## src/rtl/mherloa_pkg.sv

```systemverilog
// mherloa_pkg: shared FSM state type and default widths for the approximate accumulator.
package mherloa_pkg;
   localparam int DEF_ADDER_LENGTH   = 16;
   localparam int DEF_IMPRECISE_PART = 8;
   localparam int DEF_COUNT_WIDTH    = 8;
   typedef enum logic [1:0] {IDLE, ACCUM, HOLD} state_e;
endpackage

```

## src/rtl/mherloa_adder.sv

```systemverilog
// mherloa_adder: HERLOA-style approximate adder, exact upper part and cheap low part.
module mherloa_adder #(
   parameter int ADDER_LENGTH   = mherloa_pkg::DEF_ADDER_LENGTH,
   parameter int IMPRECISE_PART = mherloa_pkg::DEF_IMPRECISE_PART
) (
   input  logic [ADDER_LENGTH-1:0] a,
   input  logic [ADDER_LENGTH-1:0] b,
   output logic [ADDER_LENGTH:0]   s
);
   localparam int K = IMPRECISE_PART;
   localparam int U = ADDER_LENGTH - K;
   logic p, g;
   assign p = a[K-1] ^ b[K-1];
   assign g = a[K-2] & b[K-2];
   assign s[K-5:0] = '1;
   assign s[K-4] = a[K-4] | b[K-4] | (p & g);
   assign s[K-3] = a[K-3] | b[K-3] | (p & g);
   assign s[K-2] = (a[K-2] | b[K-2]) & ~(g & ~p);
   assign s[K-1] = p | g;
   assign s[ADDER_LENGTH:K] = {1'b0, a[ADDER_LENGTH-1:K]} + {1'b0, b[ADDER_LENGTH-1:K]}
                            + {{U{1'b0}}, a[K-1] & b[K-1]};
endmodule

```

## src/rtl/mherloa_accumulator.sv

```systemverilog
// mherloa_accumulator: sums a packet of beats with the approximate adder and holds the
// saturating result, overflow flag and beat count until the consumer takes it.
module mherloa_accumulator
   import mherloa_pkg::*;
#(
   parameter int ADDER_LENGTH   = DEF_ADDER_LENGTH,
   parameter int IMPRECISE_PART = DEF_IMPRECISE_PART,
   parameter int COUNT_WIDTH    = DEF_COUNT_WIDTH
) (
   input  logic                    clk,
   input  logic                    rst,
   input  logic                    in_valid,
   output logic                    in_ready,
   input  logic [ADDER_LENGTH-1:0] in_data,
   input  logic                    in_last,
   output logic                    out_valid,
   input  logic                    out_ready,
   output logic [ADDER_LENGTH-1:0] out_data,
   output logic                    out_overflow,
   output logic [COUNT_WIDTH-1:0]  out_count
);
   state_e                  state_q;
   logic [ADDER_LENGTH-1:0] acc_q, acc_d;
   logic                    ovf_q, ovf_d;
   logic [COUNT_WIDTH-1:0]  cnt_q, cnt_d;
   logic [ADDER_LENGTH:0]   sum;
   mherloa_adder #(
      .ADDER_LENGTH  (ADDER_LENGTH),
      .IMPRECISE_PART(IMPRECISE_PART)
   ) u_adder (
      .a(acc_q),
      .b(in_data),
      .s(sum)
   );
   // first beat of a packet loads exactly; later beats accumulate with saturation
   always_comb begin
      acc_d = (state_q == IDLE) ? in_data : (sum[ADDER_LENGTH] ? '1 : sum[ADDER_LENGTH-1:0]);
      ovf_d = (state_q == IDLE) ? 1'b0 : (ovf_q | sum[ADDER_LENGTH]);
      cnt_d = (state_q == IDLE) ? COUNT_WIDTH'(1) : ((&cnt_q) ? cnt_q : cnt_q + 1'b1);
   end
   always_ff @(posedge clk) begin
      if (rst) begin
         state_q <= IDLE;
         acc_q   <= '0;
         ovf_q   <= 1'b0;
         cnt_q   <= '0;
      end else if (state_q == HOLD) begin
         if (out_ready) state_q <= IDLE;
      end else if (in_valid) begin
         state_q <= in_last ? HOLD : ACCUM;
         acc_q   <= acc_d;
         ovf_q   <= ovf_d;
         cnt_q   <= cnt_d;
      end
   end
   assign in_ready     = (state_q != HOLD);
   assign out_valid    = (state_q == HOLD);
   assign out_data     = acc_q;
   assign out_overflow = ovf_q;
   assign out_count    = cnt_q;
endmodule

```

## config.mk

```make
export PLATFORM = sky130hd
export DESIGN_NAME = mherloa_accumulator
export DESIGN_NICKNAME = d
export VERILOG_FILES = /design/src/rtl/mherloa_pkg.sv /design/src/rtl/mherloa_adder.sv /design/src/rtl/mherloa_accumulator.sv
export SDC_FILE = /design/constraint.sdc
export NUM_CORES = 1
export LEC_CHECK = 0
export ABC_AREA = 1
export BUFFER_PORTS_ARGS = -buffer_cell sky130_fd_sc_hd__buf_2
export CORE_UTILIZATION = 35
export CTS_BUF_LIST = sky130_fd_sc_hd__clkbuf_2 sky130_fd_sc_hd__clkbuf_4 sky130_fd_sc_hd__clkbuf_8
export CTS_CLUSTER_DIAMETER = 200
export CTS_CLUSTER_SIZE = 30
export DETAILED_ROUTE_END_ITERATION = 7
export HOLD_SLACK_MARGIN = 0.15
export SKIP_LAST_GASP = 1
export SLEW_MARGIN = 30
export SYNTH_ARGS = -nofsm -noshare
export SYNTH_HDL_FRONTEND = slang
export SYNTH_SLANG_ARGS = --single-unit
```

## constraint.sdc

```tcl
create_clock -name clk -period 2.8 [get_ports clk]
set_clock_uncertainty 0.15 [all_clocks]
set_input_delay 0.56 -clock clk [delete_from_list [all_inputs] [get_ports clk]]
set_output_delay 0.56 -clock clk [all_outputs]
set_load 0.005 [all_outputs]
```

# Yosys cells after proc, flatten, opt, wreduce, memory -nomap -nowiden

Index checks and enable logic that the tools add are counted.
Widths: inputs -> output; s select.

Add/subtract/negate cells: 3
Equality and inequality tests: 4
Muxes and demuxes: 9
Bitwise logic cells: 16
Reduce and logical (&&, ||, !) cells: 6

Operators by type and width:

| kind                | number |
|---|---|
| $mux 16             | 2 |
| $mux 8              | 2 |
| $add 8x8->9         | 1 |
| $add 9x1->9         | 1 |
| $add 8x1->8 const B | 1 |
| $mux 2              | 4 |
| $reduce_and 8->1    | 1 |
| $or 1x1->1          | 7 |
| $and 1x1->1         | 5 |
| $ne 2x2->1 const B  | 2 |
| $reduce_and 2->1    | 2 |
| $not 1->1           | 3 |
| $reduce_and 3->1    | 1 |
| $eq 2x2->1 const B  | 1 |
| $logic_not 2->1     | 1 |
| $ne 2x1->1 const B  | 1 |
| $reduce_bool 2->1   | 1 |
| $mux 1              | 1 |
| $xor 1x1->1         | 1 |

Register bits after elaboration: 27
Input bits: 21
Output and inout port bits: 27

# Depth between registers and ports, before layout

Depth after elaboration: 7
Depth in mapped cells: 13
Mapped depth without buffers: 13

# Hierarchy

From an unflattened synthesis, not the netlist that was laid out.

Cell total of the unflattened synthesis: 252
Area, all modules: 1757.9 µm²

By module, submodules not included:

| module              | instances | cells an instance | area each (µm²) |
|---|---|---|---|
| mherloa_accumulator | 1         | 169               | 1291.2 |
| mherloa_adder       | 1         | 83                | 466.7 |

# Worst setup path after synthesis

Ideal clock, no wire load.

Path type: input-to-reg
From: in in_data[7]
To: reg acc_q[13] (netlist: out_data[13])
Library setup time: 132 ps
Data arrival time: 2030 ps
Path slack: 488 ps
Stages on the path: 13
Cell sequence: ha_1 inv_1 fa_1 inv_1 fa_1 nand2_1 nand2_1 nand3_1 nand2_1 nor2_2 nand3_1 nand2_1 a21oi_1

Longest elaborated chain between the ends: 4

RTL lines:

| item                   | RTL line                  | RTL |
|---|---|---|
| start: declaration     | mherloa_accumulator.sv:14 | `input logic [ADDER_LENGTH-1:0] in_data,` |
| $and 1x1->1            | mherloa_adder.sv:21       | `+ {{U{1'b0}}, a[K-1] & b[K-1]};` |
| $add 9x1->9            | mherloa_adder.sv:21       |  |
| $mux 16 (2 in a row)   | mherloa_accumulator.sv:37 | `acc_d = (state_q == IDLE) ? in_data : (sum[ADDER_LENGTH] ? '1 : sum[ADDER_LENGTH-1:0]);` |
| end signal: assignment | mherloa_accumulator.sv:44 | `acc_q <= '0;` |
| end signal: assignment | mherloa_accumulator.sv:51 | `acc_q <= acc_d;` |
| end: declaration       | mherloa_accumulator.sv:23 | `logic [ADDER_LENGTH-1:0] acc_q, acc_d;` |

No other way between the ends.
A chain may end at the register's enable or synchronous reset.

# Worst setup path in the final report

From: in in_data[7]
To: reg acc_q[14] (netlist: out_data[14])

Same word-level chain as after synthesis.

==> metrics.md <==
| Metric | Value |
|---|---|
| Die footprint | `5200 µm²` |
| Yosys Warn Count | `0` |
| CP Class | `primary input to flop` |
| Synth area leader | `dfxtp_1` |
| Min cycle time layout | `around 2400 ps` |
| Design area | `a little over 2000 µm²` |
| Initial DRC Count | `80` |
| Critical Path RT | `roughly 2800 ps` |
| Relative slew slack | `between 70 and 80%` |
| Final wirelength | `about 4000 µm` |
| Vias in the first global route | `between 1,000 and 1,500` |
| Final GP Congestion | `between 0.8 and 0.9` |
| Post-Route Setup TNS | `0 ps` |
| Setup bufs post-CTS | `0` |
| Layout area overhead | `19.4%` |
| Placed Area | `2010 µm²` |
| Clock Latency Late Sink | `280 ps` |
| Post-detail-place hpwl | `between 2000 and 3000 µm` |
| CP cell instances | `buf_2 -> ha_1 -> inv_1 -> fa_1 -> inv_1 -> fa_1 -> nand2_1 -> nand2_1 -> nand3_1 -> nand2_1 -> nor2_2 -> nand3_1 -> nand2_1 -> a21oi_1` |
| Core footprint | `4720 µm²` |
| Status | `complete, but fails checks` |
| Min-Delay Endpoint | `out_data[5]` |
| Pre-Repair DR Iteration Count | `6` |
| # setup viols final | `0` |
| Top Family by Delay on Critical Path | `simple AND/OR/NAND/NOR gates` |
| Initial antenna violation count | `0` |
| Final Slew Violations | `0` |
| Post-Syn Instances | `around 250` |
| Layout Nets | `approximately 330` |
| Fmax | `between 400 and 500 MHz` |
| HP Start | `out_data[5]` |
| DRC Markers | `2` |
| Worst setup margin | `around 410 ps` |
| N_diodes | `0` |
| Layout cell share with drive strength beyond 1 | `24.2%` |
| Largest net degree at the start of global routing | `23` |
| Synth cell types | `32` |
| Tcrit/Tclk final | `between 80% and 90%` |
| Crit path DAT | `2400 ps` |
| Clock sink count | `27` |
| Final Hold Viols | `0` |
| CP most frequent cell | `nand2_1` |
| CP max stage cell | `fa_1` |
| Leakage | `roughly 0.0011 µW` |
| Gr ovfl total | `0` |
| RSZ-0062 raised after global routing | `no` |
| DR vias | `1,646` |
| CP Max Fanout | `5` |
| R2r startpoint | `out_data[7]` |
| Post-Syn Area per Cell | `6.80 µm²` |
| # resized after CTS | `0` |
| Critical path's largest stage delay | `about 400 ps` |
| Layout fillers | `approximately 510` |
| First-pass GRT wire length | `6790 µm` |
| Top Ports | `48` |
| # hold bufs at CTS | `0` |
| DR WL/cell | `around 11 µm` |
| Synthesized area | `approximately 1700 µm²` |
| Initial Util | `36.4%` |
| Crit path capture type | `flop` |
| RR Endpoint | `out_data[14]` |
| Startpoint Class | `primary input` |
| Cts bufs inserted | `3` |
| Die Wd | `just over 70 µm` |
| Buf/Inv on CP | `3` |
| Hold depth | `2` |
| Post-place setup slack | `125 ps` |
| Row cnt | `25` |
| Top cells by area, synth | `dfxtp_1 31%, nand2_1 14%, nor2_1 7.9%` |
| DRT antenna net count | `0` |
| Top cell type's share of synthesized area | `31.4%` |
| H-tree depth | `1` |
| CTS root buffer | `clkbuf_8` |
| DR vias/cell | `4.51` |
| Die height | `slightly above 70 µm` |
| Transition time of the tightest slew-check pin | `around 390 ps` |
| VDD IR-drop max | `0.000204 V` |
| Pwr Density | `between 400 and 500 nW/µm²` |
| CTS tree | `done` |
| R2R cell count | `13` |
| Total track usage | `16.3%` |
| Max-Cap Viols | `0` |
| Worst-case clock buffer depth | `2` |
| Violated checks | `design-rule violations` |
| Commonest cells after routing, fill and taps aside | `64 x nand2_1, 47 x buf_2, 36 x nor2_1, 29 x inv_1, 27 x dfxtp_1` |
| Commonest non-fill, non-tap cell in the layout | `nand2_1` |
| Number of synthesized register bits | `27` |
| Hold crit path type | `flop to flop` |
| Reg clk slew, reported paths | `110 ps` |
| Synth Net Count | `~290` |
| Sequential share of the synthesized area | `31.4%` |
| IO buf count | `47` |
| Fin Hold WS | `between 300 and 400 ps` |
| Internal reg-to-reg setup slack | `between 400 and 500 ps` |
==> layer usage <==
metal	track usage [%]	routed length, µm
met1	23.1	2010
met2	26.0	1740
met3	2.36	107
met4	4.58	29
met5	0	0
==> flip-flops by register name (all words and copies together), names as in the netlist <==
| register | count |
|---|---|
| out_data | 16 |
| out_count | 8 |
| state_q | 2 |
| out_overflow | 1 |
==> worst register-to-register path: stages (launching register included) <==
cell and delay, ps:
dfxtp_1 340, ha_1 180, inv_1 60, fa_1 150, inv_1 60, fa_1 400, nand2_1 80, nand2_1 90
nand3_1 120, nand2_1 110, nor2_2 240, nand3_1 110, nand2_1 70, a21oi_1 50
==> through the flow <==
step,total power (µW),cells,utilization [%]
4_1_cts,927,365,43.5
2_1_floorplan,610,253,-
6_report,917,365,43.5
3_5_place_dp,685,361,42.5
3_3_place_gp,687,361,42.5
5_1_grt,978,365,43.5
==> logic make-up (layout without fill, tap and decap cells) <==
kind of cell / count (synthesis) / count (layout) / synth area share [%]
xor+xnor: 4 / 4 / 2.04
fa+ha+maj: 11 / 11 / 8.87
compound gates: 35 / 35 / 11.8
flops: 27 / 27 / 31.4
buf+inv: 39 / 84 / 9.60
simple gates: 137 / 137 / 36.3
==> final cells by class <==
cell class	count	area (µm²)	share of cell area, %
Timing Repair Buffer	47	235	11.4
Tap cell	67	83.8	4.08
Sequential cell	27	541	26.3
Clock buffer	3	41.3	2.01
Clock inverter	1	7.51	0.365
Inverter	33	131	6.39
Multi-Input combinational cell	187	1010	49.4
==> worst max-delay path by stage <==
stage | startpoint | end | slack (ps) | depth (start not counted)
6_report | in_data[7] | out_data[14] | 410 | 14
5_1_grt | in_data[7] | out_data[14] | 220 | 14
4_1_cts | in_data[7] | out_data[6] | 420 | 14
3_5_place_dp | in_data[7] | out_data[14] | 120 | 14
3_3_place_gp | in_data[7] | out_data[13] | 190 | 14
2_1_floorplan | in_data[7] | out_data[13] | 490 | 13
==> power breakdown <==
part           total [µW]  leakage (µW)  internal (µW)  switching (µW)
clock                 241     0.0000217            101             139
combinational         246      0.000818           99.8             146
sequential            430      0.000222            409            20.6
==> cell usage after synthesis (all sizes together) <==
library cell / number
nand4: 1
o21ai: 11
nor3: 4
dfxtp: 27
nand2: 69
or2: 3
nand3b: 3
inv: 32
clkbuf: 2
fa: 2
xor2: 3
o221a: 4
buf: 4
ha: 9
nand3: 18
clkinv: 1
a21boi: 1
a21oi: 19
nor2: 39
xnor2: 1
Note: power is estimated with default switching activity, not from simulation.
